==> config.mk <==
export PLATFORM = sky130hd
export DESIGN_NAME = plugboard_pair_table_flat
export DESIGN_NICKNAME = d
export VERILOG_FILES = /design/src/rtl/plugboard_pair_table_if.sv /design/src/rtl/plugboard_pair_table.sv /design/src/flat_wrapper.sv
export SDC_FILE = /design/constraint.sdc
export NUM_CORES = 1
export LEC_CHECK = 0
export CORE_MARGIN = 2
export CORE_UTILIZATION = 42
export DETAILED_ROUTE_END_ITERATION = 16
export PLACE_DENSITY = 0.64
export SYNTH_ARGS = -nofsm -noshare
export SYNTH_HDL_FRONTEND = slang
export SYNTH_SLANG_ARGS = --single-unit
==> constraint.sdc <==
create_clock -name clock -period 3.75 [get_ports clock]
set_input_delay 0.75 -clock clock [delete_from_list [all_inputs] [get_ports clock]]
set_output_delay 0.75 -clock clock [all_outputs]
set_load 0.05 [all_outputs]
==> src/rtl/plugboard_pair_table_if.sv <==
// Config and translate signals of the plugboard pair table, bundled for port hookup.
// master = keyboard/controller side, slave = plugboard table.
interface plugboard_pair_table_if #(
  parameter int LETTERS = 26,
  parameter int IDXW    = 5
);
  logic               cfg_valid;
  logic               cfg_ready;
  logic [1:0]         cfg_cmd;
  logic [IDXW-1:0]    cfg_a;
  logic [IDXW-1:0]    cfg_b;
  logic               cfg_done;
  logic [2:0]         cfg_err;
  logic [IDXW-1:0]    pair_count;
  logic               in_valid;
  logic [LETTERS-1:0] in_letter;
  logic               out_valid;
  logic [LETTERS-1:0] out_letter;
  logic               out_bad;

  modport master (
    output cfg_valid, cfg_cmd, cfg_a, cfg_b, in_valid, in_letter,
    input  cfg_ready, cfg_done, cfg_err, pair_count, out_valid, out_letter, out_bad
  );

  modport slave (
    input  cfg_valid, cfg_cmd, cfg_a, cfg_b, in_valid, in_letter,
    output cfg_ready, cfg_done, cfg_err, pair_count, out_valid, out_letter, out_bad
  );
endinterface

==> src/rtl/plugboard_pair_table.sv <==
// Programmable Enigma plugboard: letter-swap map with 1-cycle registered translation
// and a valid/ready config port for add/delete/clear of pairs.
//
// state    | meaning
// ---------+----------------------------------------------------------
// s_idle   | config port ready, waiting for a request
// s_check  | compute result code from latched operands and current map
// s_clear  | restore one map entry to identity per cycle, 0..LETTERS-1
// s_commit | apply the pending write if code is 0, pulse done
module plugboard_pair_table #(
  parameter int LETTERS   = 26,
  parameter int MAX_PAIRS = 10,
  parameter int IDXW      = 5
) (
  input logic                   clock,
  input logic                   resetn,
  plugboard_pair_table_if.slave bus
);

  localparam logic [1:0] CMD_ADD   = 2'd1;
  localparam logic [1:0] CMD_DEL   = 2'd2;
  localparam logic [1:0] CMD_CLEAR = 2'd3;

  typedef enum logic [1:0] {s_idle, s_check, s_clear, s_commit} state_t;

  state_t             state_q, state_d;
  logic [IDXW-1:0]    map_q [LETTERS];
  logic [1:0]         cmd_q;
  logic [IDXW-1:0]    a_q, b_q, count_q, clr_left_q, clr_idx;
  logic [2:0]         code_q, code_d, err_q;
  logic               done_q, accept;
  logic [IDXW-1:0]    map_a, map_b, in_idx, in_map;
  logic               in_ok;
  logic [LETTERS-1:0] in_xlat;
  logic               out_valid_q, out_bad_q;
  logic [LETTERS-1:0] out_letter_q;

  assign accept  = bus.cfg_valid && (state_q == s_idle);
  assign clr_idx = IDXW'(LETTERS - 1) - clr_left_q;

  // Loop-based lookups keep out-of-range operands from indexing past the map.
  always_comb begin
    map_a   = a_q;
    map_b   = b_q;
    in_idx  = '0;
    in_map  = '0;
    in_xlat = '0;
    in_ok   = $onehot(bus.in_letter);
    for (int k = 0; k < LETTERS; k++) begin
      if (IDXW'(k) == a_q) map_a = map_q[k];
      if (IDXW'(k) == b_q) map_b = map_q[k];
      if (bus.in_letter[k]) in_idx = IDXW'(k);
    end
    for (int k = 0; k < LETTERS; k++) begin
      if (IDXW'(k) == in_idx) in_map = map_q[k];
    end
    for (int k = 0; k < LETTERS; k++) begin
      in_xlat[k] = (in_map == IDXW'(k));
    end
  end

  always_ff @(posedge clock or negedge resetn) begin
    if (!resetn) state_q <= s_idle;
    else         state_q <= state_d;
  end

  always_comb begin
    state_d = state_q;
    code_d  = 3'd0;
    case (state_q)
      s_idle: begin
        if (accept) state_d = (bus.cfg_cmd == CMD_CLEAR) ? s_clear : s_check;
      end
      s_check: begin
        state_d = s_commit;
        if (cmd_q == CMD_ADD) begin
          if (int'(a_q) >= LETTERS || int'(b_q) >= LETTERS) code_d = 3'd1;
          else if (a_q == b_q)                             code_d = 3'd2;
          else if (map_a != a_q || map_b != b_q)           code_d = 3'd3;
          else if (int'(count_q) == MAX_PAIRS)             code_d = 3'd4;
        end else if (cmd_q == CMD_DEL) begin
          if (int'(a_q) >= LETTERS) code_d = 3'd1;
          else if (map_a == a_q)    code_d = 3'd5;
        end
      end
      s_clear: begin
        if (clr_left_q == '0) state_d = s_commit;
      end
      s_commit: state_d = s_idle;
      default:  state_d = s_idle;
    endcase
  end

  always_ff @(posedge clock or negedge resetn) begin
    if (!resetn) begin
      cmd_q      <= '0;
      a_q        <= '0;
      b_q        <= '0;
      count_q    <= '0;
      clr_left_q <= '0;
      code_q     <= '0;
      done_q     <= 1'b0;
      err_q      <= '0;
      for (int k = 0; k < LETTERS; k++) map_q[k] <= IDXW'(k);
    end else begin
      done_q <= (state_q == s_commit);
      err_q  <= (state_q == s_commit) ? code_q : 3'd0;
      if (accept) begin
        cmd_q      <= bus.cfg_cmd;
        a_q        <= bus.cfg_a;
        b_q        <= bus.cfg_b;
        code_q     <= 3'd0;
        clr_left_q <= IDXW'(LETTERS - 1);
      end
      if (state_q == s_check) code_q <= code_d;
      if (state_q == s_clear) begin
        count_q <= '0;
        if (clr_left_q != '0) clr_left_q <= clr_left_q - IDXW'(1);
        for (int k = 0; k < LETTERS; k++) begin
          if (IDXW'(k) == clr_idx) map_q[k] <= IDXW'(k);
        end
      end
      // Both halves of a pair change on the same edge.
      if (state_q == s_commit && code_q == 3'd0) begin
        if (cmd_q == CMD_ADD) begin
          count_q <= count_q + IDXW'(1);
          for (int k = 0; k < LETTERS; k++) begin
            if (IDXW'(k) == a_q) map_q[k] <= b_q;
            if (IDXW'(k) == b_q) map_q[k] <= a_q;
          end
        end else if (cmd_q == CMD_DEL) begin
          count_q <= count_q - IDXW'(1);
          for (int k = 0; k < LETTERS; k++) begin
            if (IDXW'(k) == a_q || IDXW'(k) == map_a) map_q[k] <= IDXW'(k);
          end
        end
      end
    end
  end

  always_ff @(posedge clock or negedge resetn) begin
    if (!resetn) begin
      out_valid_q  <= 1'b0;
      out_bad_q    <= 1'b0;
      out_letter_q <= '0;
    end else begin
      out_valid_q <= bus.in_valid;
      out_bad_q   <= bus.in_valid && !in_ok;
      if (bus.in_valid) out_letter_q <= in_ok ? in_xlat : '0;
    end
  end

  assign bus.cfg_ready  = (state_q == s_idle);
  assign bus.cfg_done   = done_q;
  assign bus.cfg_err    = err_q;
  assign bus.pair_count = count_q;
  assign bus.out_valid  = out_valid_q;
  assign bus.out_bad    = out_bad_q;
  assign bus.out_letter = out_letter_q;

endmodule

==> src/flat_wrapper.sv <==
// flat-port wrapper written by rule: the top's interface ports become plain ports
module plugboard_pair_table_flat 
#(
  parameter int LETTERS   = 26,
  parameter int MAX_PAIRS = 10,
  parameter int IDXW      = 5
)
  (clock, resetn, bus_cfg_valid, bus_cfg_cmd, bus_cfg_a, bus_cfg_b, bus_in_valid, bus_in_letter, bus_cfg_ready, bus_cfg_done, bus_cfg_err, bus_pair_count, bus_out_valid, bus_out_letter, bus_out_bad);
  plugboard_pair_table_if #(.LETTERS(LETTERS), .IDXW(IDXW)) bus_i ();
  input logic clock;
  input logic resetn;
  input wire logic [$bits(bus_i.cfg_valid)-1:0] bus_cfg_valid;
  input wire logic [$bits(bus_i.cfg_cmd)-1:0] bus_cfg_cmd;
  input wire logic [$bits(bus_i.cfg_a)-1:0] bus_cfg_a;
  input wire logic [$bits(bus_i.cfg_b)-1:0] bus_cfg_b;
  input wire logic [$bits(bus_i.in_valid)-1:0] bus_in_valid;
  input wire logic [$bits(bus_i.in_letter)-1:0] bus_in_letter;
  output wire logic [$bits(bus_i.cfg_ready)-1:0] bus_cfg_ready;
  output wire logic [$bits(bus_i.cfg_done)-1:0] bus_cfg_done;
  output wire logic [$bits(bus_i.cfg_err)-1:0] bus_cfg_err;
  output wire logic [$bits(bus_i.pair_count)-1:0] bus_pair_count;
  output wire logic [$bits(bus_i.out_valid)-1:0] bus_out_valid;
  output wire logic [$bits(bus_i.out_letter)-1:0] bus_out_letter;
  output wire logic [$bits(bus_i.out_bad)-1:0] bus_out_bad;
  assign bus_i.cfg_valid = bus_cfg_valid;
  assign bus_i.cfg_cmd = bus_cfg_cmd;
  assign bus_i.cfg_a = bus_cfg_a;
  assign bus_i.cfg_b = bus_cfg_b;
  assign bus_i.in_valid = bus_in_valid;
  assign bus_i.in_letter = bus_in_letter;
  assign bus_cfg_ready = bus_i.cfg_ready;
  assign bus_cfg_done = bus_i.cfg_done;
  assign bus_cfg_err = bus_i.cfg_err;
  assign bus_pair_count = bus_i.pair_count;
  assign bus_out_valid = bus_i.out_valid;
  assign bus_out_letter = bus_i.out_letter;
  assign bus_out_bad = bus_i.out_bad;
  plugboard_pair_table #(.LETTERS(LETTERS), .MAX_PAIRS(MAX_PAIRS), .IDXW(IDXW)) u_core (.clock(clock), .resetn(resetn), .bus(bus_i));
endmodule
==> qor.yml <==
place:
  hpwl_um: 79900
  dp_slack_ns: -3.30
  dpl_cell_area_um2: 22900
  gp_congestion: 1.13
  port_buffers: 79
timing:
  max_slew.worst_pin.slew_ns: 1.08
  finalWorstSetupSlack_ns: -2.17
  final_hold_viol_count: 0
  final.min_clock_period_ns: 5.92
  max_freq_ghz: 0.169
  min_period_over_period_pct: 158
  rsz0062_at_grt: "true"
  slew_violations: 0
  fin_setup_tns_ns: -54.99
  fin_skew_ns: 0.0214
  setup_viol: 28
  slew_headroom_pct: 27.5
synthesis:
  synth_top_cell_area_share_pct: 18.7
  ys_ff_latch: 189
  synth_cell_types: 115
  yosysWarnings: 0
  yosysTopAreaCell: "dfrtp_1"
  synth_area_um2: 17700
  synth_nets: 2376
  synthTopCellsByArea: "dfrtp_1 19%, dfstp_2 8.5%, a21oi_1 6.6%, nand2_1 4.7%, nor2_1 4.1%"
  synth.avg_cell_area_um2: 7.75
  yosysSeqAreaShare_pct: 27.2
  postSynth.asyncResetShare_pct: 100
  synth_top_flop_cell: "dfrtp_1"
  synth_edf_count: 0
  syn_inst: 2278
setup_path:
  r2r_end: "u_core.code_q[1]"
  worst_ep_arrival_time_ns: 6.33
  worstPathCellList: "buf_6 -> ha_4 -> inv_2 -> fa_1 -> inv_2 -> fa_1 -> fa_1 -> fa_1 -> inv_2 -> fa_1 -> inv_1 -> fa_2 -> fa_2 -> a21o_1 -> a21oi_2 -> xnor2_1 -> nor3_2 -> buf_4 -> and2_4 -> or3b_4 -> o32ai_2"
  cpPeakStageDelay_ns: 0.57
  crit_top_cell: "fa_1"
  startpoint_type: "input port"
  crit_type: "input port to flop"
  slowest_stage: "fa_1"
  cp_max_fo: 6
  timing.reg2reg.setup_slack_ns: -0.01
  worst_ep_required_time_ns: 4.16
  worstRegToRegCells: 16
  endpoint_kind: "flop"
  r2r_start: "u_core.b_q[1]"
drt:
  via_per_inst: 6.87
  wl_met2_um: 42500
  route.met3.wl_um: 14000
  firstDrtPassIters: 10
  drc_errors: 0
  wl_um: 102000
  routed.top_layer: "met5"
  wl_met1_um: 39200
  num_vias: 22800
  wl_per_cell_um: 30.7
  dr.first_iter.drc_count: 3762
  postRouteAntennaNets: 0
clock_tree:
  root_buffer: "clkbuf_16"
  clkTransAtPathRegs_ns: 0.08
  htreeDepth: 4
  cts_buffer_depth: 2
  cts_tree: "built"
  numCtsBuffers: 17
  clock_sinks: 189
  clkLatencyLatePin_ns: 0.52
final_layout:
  n_fill_cell: 3942
  multiInputGateArea_um2: 12100
  final_common_cell: "buf_4"
  drive_above_1_share_pct: 30.3
  area_growth_pct: 35.9
  stdcell_area_um2: 24000
  num-nets-final: 2869
  seqCellArea_um2: 4820
  layout_common_cells: "531 x buf_4, 226 x a21oi_1, 221 x nand2_1"
global_route:
  gr-total-overflow: 0
  grt_pass1_wl_um: 148000
  grt_max_degree: 102
  globalRouteTotalUtil_pct: 46.2
  grt_antenna_before_repair: 8
  grt_pass1_vias: 21500
pwr:
  pwr-share-seq_pct: 20.0
  p_leak_nw: 9.81
  p_int_mw: 10.8
  switching_share_pct: 53.7
  p_clk_share_pct: 8.7
  p_per_area_nw_per_um2: 970
  p_switching_mw: 12.5
  ir_drop_uv: 608
  pwr-share-comb_pct: 71.3
job:
  drv_cap: 0
floorplan:
  rows: 75
  ios: 80
  core_area_um2: 41800
  die_w_um: 209
  chipHeight_um: 209
  start_util_pct: 42.3
  die_area_um2: 43700
min_path:
  hold_path_class: "input port to asynchronous set/reset pin"
status:
  status: "finished with violations"
  violations: "negative setup slack"
## state kept, by name, summed over array words and instances, names as in the netlist
name / flops
u_core.map_q: 130
u_core.bus.out_letter: 26
u_core.a_q: 5
u_core.b_q: 5
u_core.bus.pair_count: 5
u_core.clr_left_q: 5
u_core.bus.cfg_err: 3
u_core.code_q: 3
u_core.cmd_q: 2
u_core.state_q: 2
u_core.bus.cfg_done: 1
u_core.bus.out_bad: 1
u_core.bus.out_valid: 1
## synth_stat cells, drive strengths merged, types with 26 or more instances
cell type	instances
nand3	90
ha	35
o32ai	33
buf	60
a21oi	233
nor2	196
a22oi	26
a2bb2oi	30
o221ai	34
o21ai	140
nor3	60
inv	146
o2bb2ai	31
o22ai	63
a221oi	35
a211oi	38
nand2	225
nor2b	27
o211ai	37
clkbuf	100
dfstp	57
dfrtp	132
## how the worst max path moves through the flow
stage	endpoint	from	cells after the start	slack (ns)
5_1_grt	u_core.bus.out_letter[6]	bus_in_letter[1]	21	-2.34
2_1_floorplan	u_core.bus.out_letter[22]	bus_in_letter[1]	20	-2.20
6_report	u_core.bus.out_letter[15]	bus_in_letter[20]	21	-2.17
3_5_place_dp	u_core.bus.out_letter[6]	bus_in_letter[2]	22	-3.30
4_1_cts	u_core.bus.out_letter[23]	bus_in_letter[20]	21	-2.18
3_3_place_gp	u_core.bus.out_letter[5]	bus_in_letter[2]	22	-3.16
## final cells by class
cell class	instances	area share, %
antenna	2	0.0209
clock inverter	10	0.631
sequential	189	20.1
clock buffer	22	1.89
inverter	151	2.37
timing repair buffer	633	21.6
tap	539	2.81
multi-input combinational	1779	50.6
## kinds of logic after synthesis
family | synth area share (%)
buf+inv | 7.17
flops | 27.2
fa+ha+maj | 4.86
mux | 2.20
compound gates | 37.3
simple gates | 20.6
xor+xnor | 0.595
## through the flow
step | power (mW) | hold WS [ns] | utilization [%] | std cells
global route | 23.9 | 0.418 | 57.4 | 3323
floorplan | 11.5 | 0.454 | - | 2278
detailed placement | 19.7 | 0.521 | 54.9 | 3278
CTS | 22.0 | 0.386 | 56.7 | 3314
global placement | 19.6 | 0.514 | 54.9 | 3278
finish | 23.3 | 0.365 | 57.4 | 3325
## worst max-delay path: cells and delay by family
| family | cells | cell delay, ns |
|---|---|---|
| adder cells (fa/ha/maj) | 8 | 3.59 |
| AND/OR/NAND/NOR | 3 | 0.86 |
| AO/OA/AOI/OAI | 3 | 0.58 |
| buffers and inverters | 6 | 0.42 |
| XOR/XNOR | 1 | 0.10 |
## power groups by stage
stage | clock (mW) | sequential, mW | combinational [mW]
after detailed placement | 0 | 4.49 | 15.2
after CTS | 2.05 | 4.46 | 15.5
after floorplan | 0 | 3.75 | 7.72
final | 2.03 | 4.65 | 16.6
after global placement | 0 | 4.49 | 15.1
after global routing | 2.10 | 4.57 | 17.3
## routing by layer
metal / vias to the layer above / track usage (%)
met4: 10 / 24.6
met3: 363 / 13.8
met5: - / 0
met1: 11000 / 61.4
met2: 1793 / 67.4
li1: 9628 / -
## repair_timing
action	in CTS	in global routing
gates cloned	1	1
pin swaps	30	23
setup buffers	3	8
resized for setup	109	64
setup endpoints to repair	103	156
hold buffers	0	0
(Power assumes the default switching activity.)
